[config.mk]
export PLATFORM = sky130hd
export DESIGN_NAME = tmp_decim
export DESIGN_NICKNAME = d
export VERILOG_FILES = /design/src/rtl/tmp_pkg.sv /design/src/rtl/tmp_code_reg.sv /design/src/rtl/tmp_decim.sv
export SDC_FILE = /design/constraint.sdc
export NUM_CORES = 1
export LEC_CHECK = 0
export CAP_MARGIN = 5
export CELL_PAD_IN_SITES_DETAIL_PLACEMENT = 0
export CELL_PAD_IN_SITES_GLOBAL_PLACEMENT = 2
export CORE_UTILIZATION = 45
export CTS_BUF_LIST = sky130_fd_sc_hd__clkbuf_4 sky130_fd_sc_hd__clkbuf_8
export DETAILED_ROUTE_END_ITERATION = 12
export DONT_BUFFER_PORTS = 1
export PLACE_DENSITY = 0.86
export SKIP_CTS_REPAIR_TIMING = 1
export SLEW_MARGIN = 20
export SYNTH_ARGS = -nofsm -noshare
export SYNTH_HDL_FRONTEND = slang
export SYNTH_SLANG_ARGS = --single-unit
[constraint.sdc]
create_clock -name clk -period 5.4 [get_ports clk]
set_input_delay 0.27 -clock clk [delete_from_list [all_inputs] [get_ports clk]]
set_output_delay 0.27 -clock clk [all_outputs]
set_load 0.02 [all_outputs]
[src/rtl/tmp_pkg.sv]
// tmp_pkg: shared state encoding, default widths and saturating trim for the temperature decimator
package tmp_pkg;
  typedef enum logic [2:0] {S_IDLE, S_SETTLE, S_COLLECT, S_ACCUM, S_PRESENT} state_t;
  localparam int DEF_OSR_LOG2 = 6;
  localparam int DEF_AVG_LOG2 = 2;
  localparam int DEF_CODE_W = 10;
  function automatic logic [31:0] sat_sub(input logic [31:0] a, input logic [31:0] b, input logic [31:0] max);
    return a < b ? '0 : ((a - b) > max ? max : a - b);
  endfunction
endpackage

[src/rtl/tmp_code_reg.sv]
// tmp_code_reg: one-deep valid/ready result register with sticky overrun on dropped results
module tmp_code_reg #(
  parameter int W = 10
) (
  input  logic         clk,
  input  logic         reset,
  input  logic         load,
  input  logic [W-1:0] din,
  input  logic         code_ready,
  input  logic         clr_overrun,
  output logic [W-1:0] code,
  output logic         code_valid,
  output logic         overrun
);
  logic [W-1:0] code_q, code_d;
  logic         valid_q, valid_d, ovr_q, ovr_d, take;
  always_comb begin
    take = load & (~valid_q | code_ready);
    code_d = take ? din : code_q;
    valid_d = take | (valid_q & ~code_ready);
    ovr_d = (load & valid_q & ~code_ready) | (ovr_q & ~clr_overrun);
  end
  always_ff @(posedge clk or posedge reset)
    if (reset) begin
      code_q <= '0;
      valid_q <= 1'b0;
      ovr_q <= 1'b0;
    end else begin
      code_q <= code_d;
      valid_q <= valid_d;
      ovr_q <= ovr_d;
    end
  assign code = code_q;
  assign code_valid = valid_q;
  assign overrun = ovr_q;
endmodule

[src/rtl/tmp_decim.sv]
// tmp_decim: counts comparator ones per window, averages conversions and presents a trimmed code
module tmp_decim
  import tmp_pkg::*;
#(
  parameter int          OSR_LOG2 = DEF_OSR_LOG2,
  parameter int          AVG_LOG2 = DEF_AVG_LOG2,
  parameter int          SETTLE   = 2,
  parameter int          CODE_W   = DEF_CODE_W,
  parameter int unsigned OFFSET   = 0
) (
  input  logic              clk,
  input  logic              reset,
  input  logic              start,
  input  logic              en,
  input  logic              sample_stb,
  input  logic              cmp_bit,
  output logic [CODE_W-1:0] code,
  output logic              code_valid,
  input  logic              code_ready,
  output logic              busy,
  output logic              overrun,
  input  logic              clr_overrun
);
  localparam int OW = OSR_LOG2 + 1;
  localparam int AW = OW + AVG_LOG2;
  localparam int CW = AVG_LOG2 > 0 ? AVG_LOG2 : 1;
  localparam int SW = $clog2(SETTLE + 2);
  localparam logic [SW-1:0] SLAST = SW'(SETTLE > 0 ? SETTLE - 1 : 0);
  localparam logic [CW-1:0] CLAST = CW'((1 << AVG_LOG2) - 1);
  localparam state_t ENTRY = SETTLE > 0 ? S_SETTLE : S_COLLECT;
  localparam logic [31:0] CMAX = 32'((64'd1 << CODE_W) - 1);
  if (CODE_W < OSR_LOG2 + 1) begin : g_bad_w
    $error("tmp_decim: CODE_W must be at least OSR_LOG2+1");
  end
  state_t               state_q, state_d;
  logic [SW-1:0]        set_q, set_d;
  logic [OSR_LOG2-1:0]  smp_q, smp_d;
  logic [OW-1:0]        ones_q, ones_d;
  logic [CW-1:0]        conv_q, conv_d;
  logic [AW-1:0]        acc_q, acc_d;
  logic                 qs;
  logic [CODE_W-1:0]    result;
  assign qs = sample_stb & en;
  assign result = CODE_W'(sat_sub(32'(acc_q >> AVG_LOG2), OFFSET, CMAX));
  always_comb begin
    state_d = state_q;
    set_d = set_q;
    smp_d = smp_q;
    ones_d = ones_q;
    conv_d = conv_q;
    acc_d = acc_q;
    case (state_q)
      S_IDLE: if (start) begin
        state_d = ENTRY;
        set_d = '0;
        smp_d = '0;
        ones_d = '0;
        conv_d = '0;
        acc_d = '0;
      end
      S_SETTLE: if (qs) begin
        set_d = set_q + SW'(1);
        state_d = set_q == SLAST ? S_COLLECT : S_SETTLE;
      end
      S_COLLECT: if (qs) begin
        smp_d = smp_q + OSR_LOG2'(1);
        ones_d = ones_q + OW'(cmp_bit);
        state_d = &smp_q ? S_ACCUM : S_COLLECT;
      end
      S_ACCUM: begin
        acc_d = acc_q + AW'(ones_q);
        if (conv_q == CLAST) state_d = S_PRESENT;
        else begin
          conv_d = conv_q + CW'(1);
          ones_d = '0;
          smp_d = '0;
          set_d = '0;
          state_d = ENTRY;
        end
      end
      default: state_d = S_IDLE;
    endcase
  end
  always_ff @(posedge clk or posedge reset)
    if (reset) begin
      state_q <= S_IDLE;
      set_q <= '0;
      smp_q <= '0;
      ones_q <= '0;
      conv_q <= '0;
      acc_q <= '0;
    end else begin
      state_q <= state_d;
      set_q <= set_d;
      smp_q <= smp_d;
      ones_q <= ones_d;
      conv_q <= conv_d;
      acc_q <= acc_d;
    end
  assign busy = state_q != S_IDLE;
  tmp_code_reg #(.W(CODE_W)) u_code_reg (
    .clk         (clk),
    .reset       (reset),
    .load        (state_q == S_PRESENT),
    .din         (result),
    .code_ready  (code_ready),
    .clr_overrun (clr_overrun),
    .code        (code),
    .code_valid  (code_valid),
    .overrun     (overrun)
  );
endmodule

**After elaboration in Yosys (flattened, before gate mapping)**

Index checks and enable logic that the tools add are counted.

- Flip-flop bits (word level): 41
- Input bits: 8
- Output and inout bits: 13
- Word-level logic and storage cells: 74

- Add/sub/neg operators: 5
- $lt $le $gt $ge: 2
- Equality and inequality tests: 10
- Multiplexer cells: 25
- Bitwise operators: 12
- Reduce and logical (&&, ||, !) cells: 11

Operators by type and width:

| kind | number |
|---|---|
| two-way mux 7 bit | 3 |
| case mux 7 bit (3 select lines) | 1 |
| two-way mux 10 bit | 2 |
| two-way mux 6 bit | 3 |
| case mux 6 bit (3 select lines) | 1 |
| case mux 9 bit (2 select lines) | 1 |
| two-way mux 3 bit | 4 |
| case mux 3 bit (4 select lines) | 1 |
| greater-than comparator 7 x 10 -> 1 bit, second input constant | 1 |
| two-way mux 2 bit | 5 |
| adder 9 x 7 -> 9 bit | 1 |
| two-way mux 9 bit | 1 |
| nonzero test 3 bit | 3 |
| inequality test 2 bit, second input constant | 4 |
| AND reduction 4 bit | 2 |
| adder 7 x 1 -> 7 bit | 1 |
| < comparator 7 x 1 -> 1 bit, second input constant | 1 |
| adder 6 x 1 -> 6 bit, second input constant | 1 |
| bitwise AND 1 bit | 6 |
| == test 3 x 2 -> 1 bit, second input constant | 2 |
| case mux 2 bit (3 select lines) | 1 |
| AND reduction 3 bit | 2 |
| AND reduction 6 bit | 1 |
| adder 2 x 1 -> 2 bit, second input constant | 2 |
| other kinds (11) | 15 |

**Depth between registers and ports, before layout**

Gate-level depths: netlist of run 1.

- Depth after elaboration: 4
- Mapped depth: 7
- Gate-level depth less buffers: 6

**Hierarchy**

A second synthesis of run 1 with hierarchy kept.

- Cells, all modules: 214
- Area, all modules: 2265.9 um^2

Modules (own cells, without submodules):

| module | times used | cells an instance | area each (um^2) | sequential area each (um^2) |
|---|---|---|---|---|
| tmp_decim | 1 | 185 | 1769.2 | 725.7 |
| tmp_code_reg | 1 | 29 | 496.7 | 300.3 |

**Worst setup path before layout of run 1**

No wires, ideal clock.

- Path kind: register -> register
- Start: register ones_q[0]
- End: register acc_q[6]
- Library setup time: 0.069 ns
- Arrival time: 1.754 ns
- Data required time: 5.331 ns
- Path slack: 3.577 ns
- Cell stages (with the launch flop): 7
- Path buffers: 0
- Period minus slack after synthesis: 1.823 ns
- Path through: dfrtp_1 ha_1 fa_1 a211oi_1 nor2_1 or3_1 nand3_1

- Word-level cells in the longest chain between the ends: 2

RTL lines:

| element | RTL line | RTL |
|---|---|---|
| from (decl) | tmp_decim.sv:38 | `logic [OW-1:0] ones_q, ones_d;` |
| from (signal assigned) | tmp_decim.sv:96 | `ones_q <= ones_d;` |
| adder 9 x 7 -> 9 bit | tmp_decim.sv:71 | `acc_d = acc_q + AW'(ones_q);` |
| case mux 9 bit (2 select lines) | tmp_decim.sv:52 | `case (state_q)` |
| to (signal assigned) | tmp_decim.sv:91 | `acc_q <= '0;` |
| to (signal assigned) | tmp_decim.sv:98 | `acc_q <= acc_d;` |
| to (decl) | tmp_decim.sv:40 | `logic [AW-1:0] acc_q, acc_d;` |

Every way passes these cells.
A chain may end at the register's enable or synchronous reset.

**Worst setup path in the final report of run 1**

- Start: register state_q[2]
- End: register conv_q[0]

- Word-level cells in the longest chain between the ends: 3
- Elaborated cells on any way between the ends: 7
- Those cells by class: eq/ne: 3; mux: 1; reduce/logical: 3

RTL lines:

| element | RTL line | RTL |
|---|---|---|
| from (decl) | tmp_decim.sv:35 | `state_t state_q, state_d;` |
| from (signal assigned) | tmp_decim.sv:93 | `state_q <= state_d;` |
| == test 3 x 2 -> 1 bit or logical NOT 3 bit (tied branches) | tmp_decim.sv:52 |  |
| inequality test 2 bit (no line) or nonzero test 2 bit (tied branches) | n/a |  |
| AND reduction 3 bit (no line) | n/a |  |
| to (signal assigned) | tmp_decim.sv:97 | `conv_q <= conv_d;` |
| to (decl) | tmp_decim.sv:39 | `logic [CW-1:0] conv_q, conv_d;` |

Parallel ways exist; a longest one is shown, timed or not.

==> impl_metrics.ini, run 1 <==
[run_status]
status = complete, but fails checks
violations = DRC, hold timing

[worst_setup_path]
setup.worst_path.class = reg2reg
worst_setup_path_end_kind = flop
cp-start-kind = flop
rrSetupSlack_ps = 3180
path_max_fanout = 15
cp.arrival_ps = 2390
required_ps = 5580

[floorplanning]
placementRows = 24
core_um2 = 4470
design.die.area_um2 = 5060
die_w_um = 71.1
die_h_um = 71.1
start_util = 0.481
ioPinCount = 21

[clock_tree]
cts-buffers-inserted = 5
clockBufferDepth = 2
clock-root-buffer = clkbuf_8
htree_levels = 2
cts_num_sinks = 38
tritoncts = built
clk_latency_ps = 290
clk_pin_slew_ps = 80

[timing]
setup_ws_ps = 3180
hold_viol = 31
setup_tns_ps = 0
fmax_ghz = 0.451
setup_viol = 0
relSlewSlack = 0.415
hold_ws_ps = -17.0
fin_crit_ps = 2220
fin_worst_skew_ps = 3.89
worstMarginPinSlew_ps = 865
rsz0062_at_grt = false
post-route-period-util = 0.410
slew_violations = 0

[global_route]
grt_pass1_vias = 1604
overflow = 0
grt_use_total = 0.192
grt_max_degree = 39
antenna_found_initial = 0
grt_pass1_wl_um = 7480

[place]
gp_congestion = 0.825
dp.cells = 259
place_worst_setup_slack_ps = 3270
port-buffer-count = 0
place_hpwl_um = 3070

[logic_synthesis]
syn_inst = 215
ys_seq_area_frac = 0.442
synth_enable_flop_cells = 0
yosysMostFrequentCell = dfrtp_1
synthesis.area_um2 = 2150
netlist.area_leader.share = 0.442
ys_async_sr_fraction = 1.00
yosysTopAreaCell = dfrtp_1
ys_ff_latch = 38
synth_common_cells = 38 x dfrtp_1, 21 x nand2_1, 12 x ha_1, 12 x o21ai_0, 11 x nand3_1
syn_area_per_cell_um2 = 10.0
synth_top_flop_cell = dfrtp_1
ys_warn_count = 0
synth_cell_type_count = 47
ys_top_cells_by_area = dfrtp_1 44%, ha_1 7.0%, mux2_2 4.2%, nand2_1 3.7%, o31ai_1 3.1%

[finish]
num-fill-cells = 418
final_core_util = 0.508
drive_gt1_frac = 0.0977
fin_nets = 235
seqCellArea_um2 = 951
finalNonFillerCells = 267
syn_to_final_growth_pct = 5.70
antennaDiodeCount = 0
multi_input_comb_area_um2 = 1120

[route]
routed_wl_um = 4470
first_iter_violations = 67
wl_per_cell_um = 16.7
drc = 3
drtPass1Iterations = 9
dr_total_vias = 1641
ant_nets = 0
viasPerCell = 6.15

[power_and_ir_drop]
pwr_density_cell_nw_per_um2 = 376
ir_drop_v = 0.000193
leakagePower_nw = 1.08
finalPower_mw = 0.855

[hold_path]
hold_class = in2async

[flow_run]
cap_viol_max_count = 0
-- per-layer routing --
layer / track usage / vias to the layer above / wire [um]
met5: 0 / - / 0
met4: 0.100 / 0 / 84
met3: 0.0385 / 6 / 148
met2: 0.328 / 38 / 2260
met1: 0.228 / 799 / 1970
li1: - / 798 / -
-- final timing paths --
check / from / end / cells past startpoint
worst max-delay path: state_q[2] / conv_q[0] / 3
worst min-delay path: reset / u_code_reg.code[2] / 2
worst max register to register: state_q[2] / conv_q[0] / 3
worst min register to register: acc_q[8] / acc_q[8] / 1
max in group asynchronous: reset / ones_q[1] / 2
min in group clk: clr_overrun / u_code_reg.overrun / 1
-- cells in the final DEF (no fill, tap or decap), types with 3 or more instances in the layout --
| master | count |
|---|---|
| dfrtp_1 | 38 |
| nand2_1 | 21 |
| o21ai_0 | 12 |
| ha_1 | 12 |
| nand3_1 | 11 |
| or3_1 | 9 |
| o31ai_1 | 9 |
| mux2_2 | 8 |
| inv_1 | 8 |
| nor2_1 | 6 |
| or4_1 | 6 |
| clkbuf_8 | 6 |
| a21oi_1 | 5 |
| nand4_1 | 4 |
| a22o_1 | 4 |
| mux2i_1 | 4 |
| nand2b_1 | 3 |
| o211ai_1 | 3 |
| nor3_1 | 3 |
| a21boi_0 | 3 |
| conb_1 | 3 |
-- power by group --
part | internal, mW | leakage (nW) | switching (mW)
combinational | 0.102 | 0.507 | 0.144
sequential | 0.336 | 0.517 | 0.0639
clock | 0.108 | 0.0517 | 0.101
total | 0.546 | 1.08 | 0.309
-- stage by stage --
step	hold slack, ps	cell area, um^2
6_report	-17.0	2270
5_1_grt	16.9	2270
4_1_cts	-0.120	2270
3_5_place_dp	309	2180
3_3_place_gp	301	2180
2_1_floorplan	369	2160
-- cells by family after synthesis --
family,share of synthesized area
AND/OR/NAND/NOR,0.183
AO/OA/AOI/OAI,0.184
flip-flops,0.442
buffers and inverters,0.0419
adder cells (fa/ha/maj),0.0791
multiplexers,0.0605
XOR/XNOR,0.00815
other,0.00174
-- critical path, stage by stage, from the launching register on --
cell and delay, ps:
dfrtp_1 520, nor4b_1 820, nor2_1 390, mux2_2 360
-- cell type report --
| cell class | instances | area share |
|---|---|---|
| Multi-Input combinational cell | 159 | 0.491 |
| Clock buffer | 7 | 0.0396 |
| Inverter | 8 | 0.0132 |
| Timing Repair Buffer | 2 | 0.00660 |
| Tap cell | 52 | 0.0286 |
| Clock inverter | 1 | 0.00220 |
| Sequential cell | 38 | 0.418 |
-- state kept, by name (all words and copies together), names as in the netlist, 2 cells and up --
name and cells:
state_q 3, smp_q 6, acc_q 9, u_code_reg.code 7, ones_q 7, set_q 2
conv_q 2
Power figures use the tool's default switching activity.
==> run 2, diff against run 1 <==
- CORE_UTILIZATION: 45 -> 42
- PLACE_DENSITY: 0.86 -> 0.81
- clock period: 5.4 -> 2.05 ns (I/O delays scaled with it)
==> run 2 against run 1 <==
The flow now finishes without violations. Highest routed layer unchanged. Core utilization is 1.1 points lower. Setup slack worse by 3000 ps. Sequential power rose to 2.6 times the previous value. Largest cell class unchanged.
==> impl_metrics.ini, run 2 (synthesis results as in run 1) <==
[finish]
final_common_cell = dfrtp_1
final_cell_mix = 38 x dfrtp_1, 21 x nand2_1, 12 x o21ai_0, 12 x ha_1, 12 x buf_4
final_area_um2 = 2390
drive_gt1_frac = 0.150
largest_reg_flops = 9
num-fill-cells = 470
top_register = acc_q
fin_nets = 247
finalNonFillerCells = 294
syn_to_final_growth_pct = 11.3
antennaDiodeCount = 0

[global_route]
antenna_found_initial = 0
grt_use_total = 0.178
grt_pass1_wl_um = 7270
grt_pass1_vias = 1637
overflow = 0
grt_max_degree = 39

[route]
wl_met1_um = 2010
ant_nets = 0
routed_wl_um = 4400
wl_per_cell_um = 15.0
wl_met3_um = 144
viasPerCell = 5.64
drtPass1Iterations = 4
dr.max_layer_used = met4
first_iter_violations = 77
dr_total_vias = 1657
drc = 0
dr_wl_met2_um = 2190

[worst_setup_path]
cp-start-kind = flop
path_max_fanout = 3
slowest_delay_ps = 410
cp_num_buf_inv = 0
cp.arrival_ps = 2120
setup.worst_path.class = reg2reg
required_ps = 2270
critPathSlowestCell = dfrtp_1
worst_setup_path_end_kind = flop
crit_chain = ha_1 > fa_2 > a211oi_2 > nor2_1 > or3_1 > nand3_1
crit_family = adder cells

[timing]
fin_crit_ps = 1900
post-route-period-util = 0.925
worstMarginPinSlew_ps = 874
rsz0062_at_grt = false
setup_tns_ps = 0
slew_violations = 0
hold_viol = 0
setup_viol = 0
fmax_ghz = 0.527
relSlewSlack = 0.416
fin_worst_skew_ps = 4.04

[power_and_ir_drop]
finalPower_mw = 2.31
pwr_density_cell_nw_per_um2 = 965
leakagePower_nw = 1.12
ir_drop_v = 0.000442

[flow_run]
cap_viol_max_count = 0

[hold_path]
hold_class = in2reg

[clock_tree]
tritoncts = built
clockBufferDepth = 2
clk_pin_slew_ps = 70
htree_levels = 2
cts_num_sinks = 38
clk_latency_ps = 280
clock-root-buffer = clkbuf_8
cts-buffers-inserted = 5

[place]
gp_congestion = 0.803
postPlaceCellArea_um2 = 2270
place_hpwl_um = 3200
dp.cells = 284
port-buffer-count = 0

[floorplanning]
design.die.area_um2 = 5410
placementRows = 25
core_um2 = 4820
start_util = 0.446
ioPinCount = 21
die_w_um = 73.6
die_h_um = 73.6

[run_status]
status = finished clean
==> run 2: per-stage QoR <==
stage                     setup WS, ps  hold WS, ps   util
after floorplan                    227          201      -
after global placement             103          135  0.472
after detailed placement          59.2          139  0.472
after CTS                         38.1         -172  0.491
after global routing              3.60         66.5  0.497
final                              154         48.5  0.497
==> run 2: layout make-up <==
type | count | area, um^2 | share of cell area
multi-input cells | 159 | 1120 | 0.470
well taps | 67 | 83.8 | 0.0350
flip-flops and latches | 38 | 951 | 0.397
clock inverters | 1 | 5.00 | 0.00209
repair buffers | 14 | 110 | 0.0460
inverters | 8 | 30.0 | 0.0125
clock buffers | 7 | 90.1 | 0.0376
==> run 2: path summary, 6_finish.rpt <==
check,from,to,slack (ps),depth (start not counted)
max in group asynchronous,reset,acc_q[1],1330,3
min reg2reg,acc_q[8],acc_q[8],480,1
max reg2reg,ones_q[0],acc_q[6],150,6
min in group asynchronous,reset,u_code_reg.code[5],370,3
max,ones_q[0],acc_q[6],150,6
min,code_ready,u_code_reg.code_valid,50,2
==> run 2: metal layers <==
layer,up-vias,track usage
met5,-,0
met4,0,0.0620
met3,5,0.0412
met2,32,0.311
met1,802,0.212
li1,818,-
==> run 2: where the power goes <==
group	switching (mW)	total [mW]	leakage, nW	internal (mW)
Combinational	0.416	0.751	0.556	0.334
Clock	0.249	0.533	0.0517	0.284
Sequential	0.142	1.03	0.517	0.887
Total	0.807	2.31	1.12	1.51
==> run 2: worst register-to-register path, delay by kind of cell, from the launching register on <==
family / cells / cell delay, ps
adders and majority gates: 2 / 620
DFF: 1 / 410
and+or+nand+nor: 3 / 550
AOI/OAI and AO/OA: 1 / 260
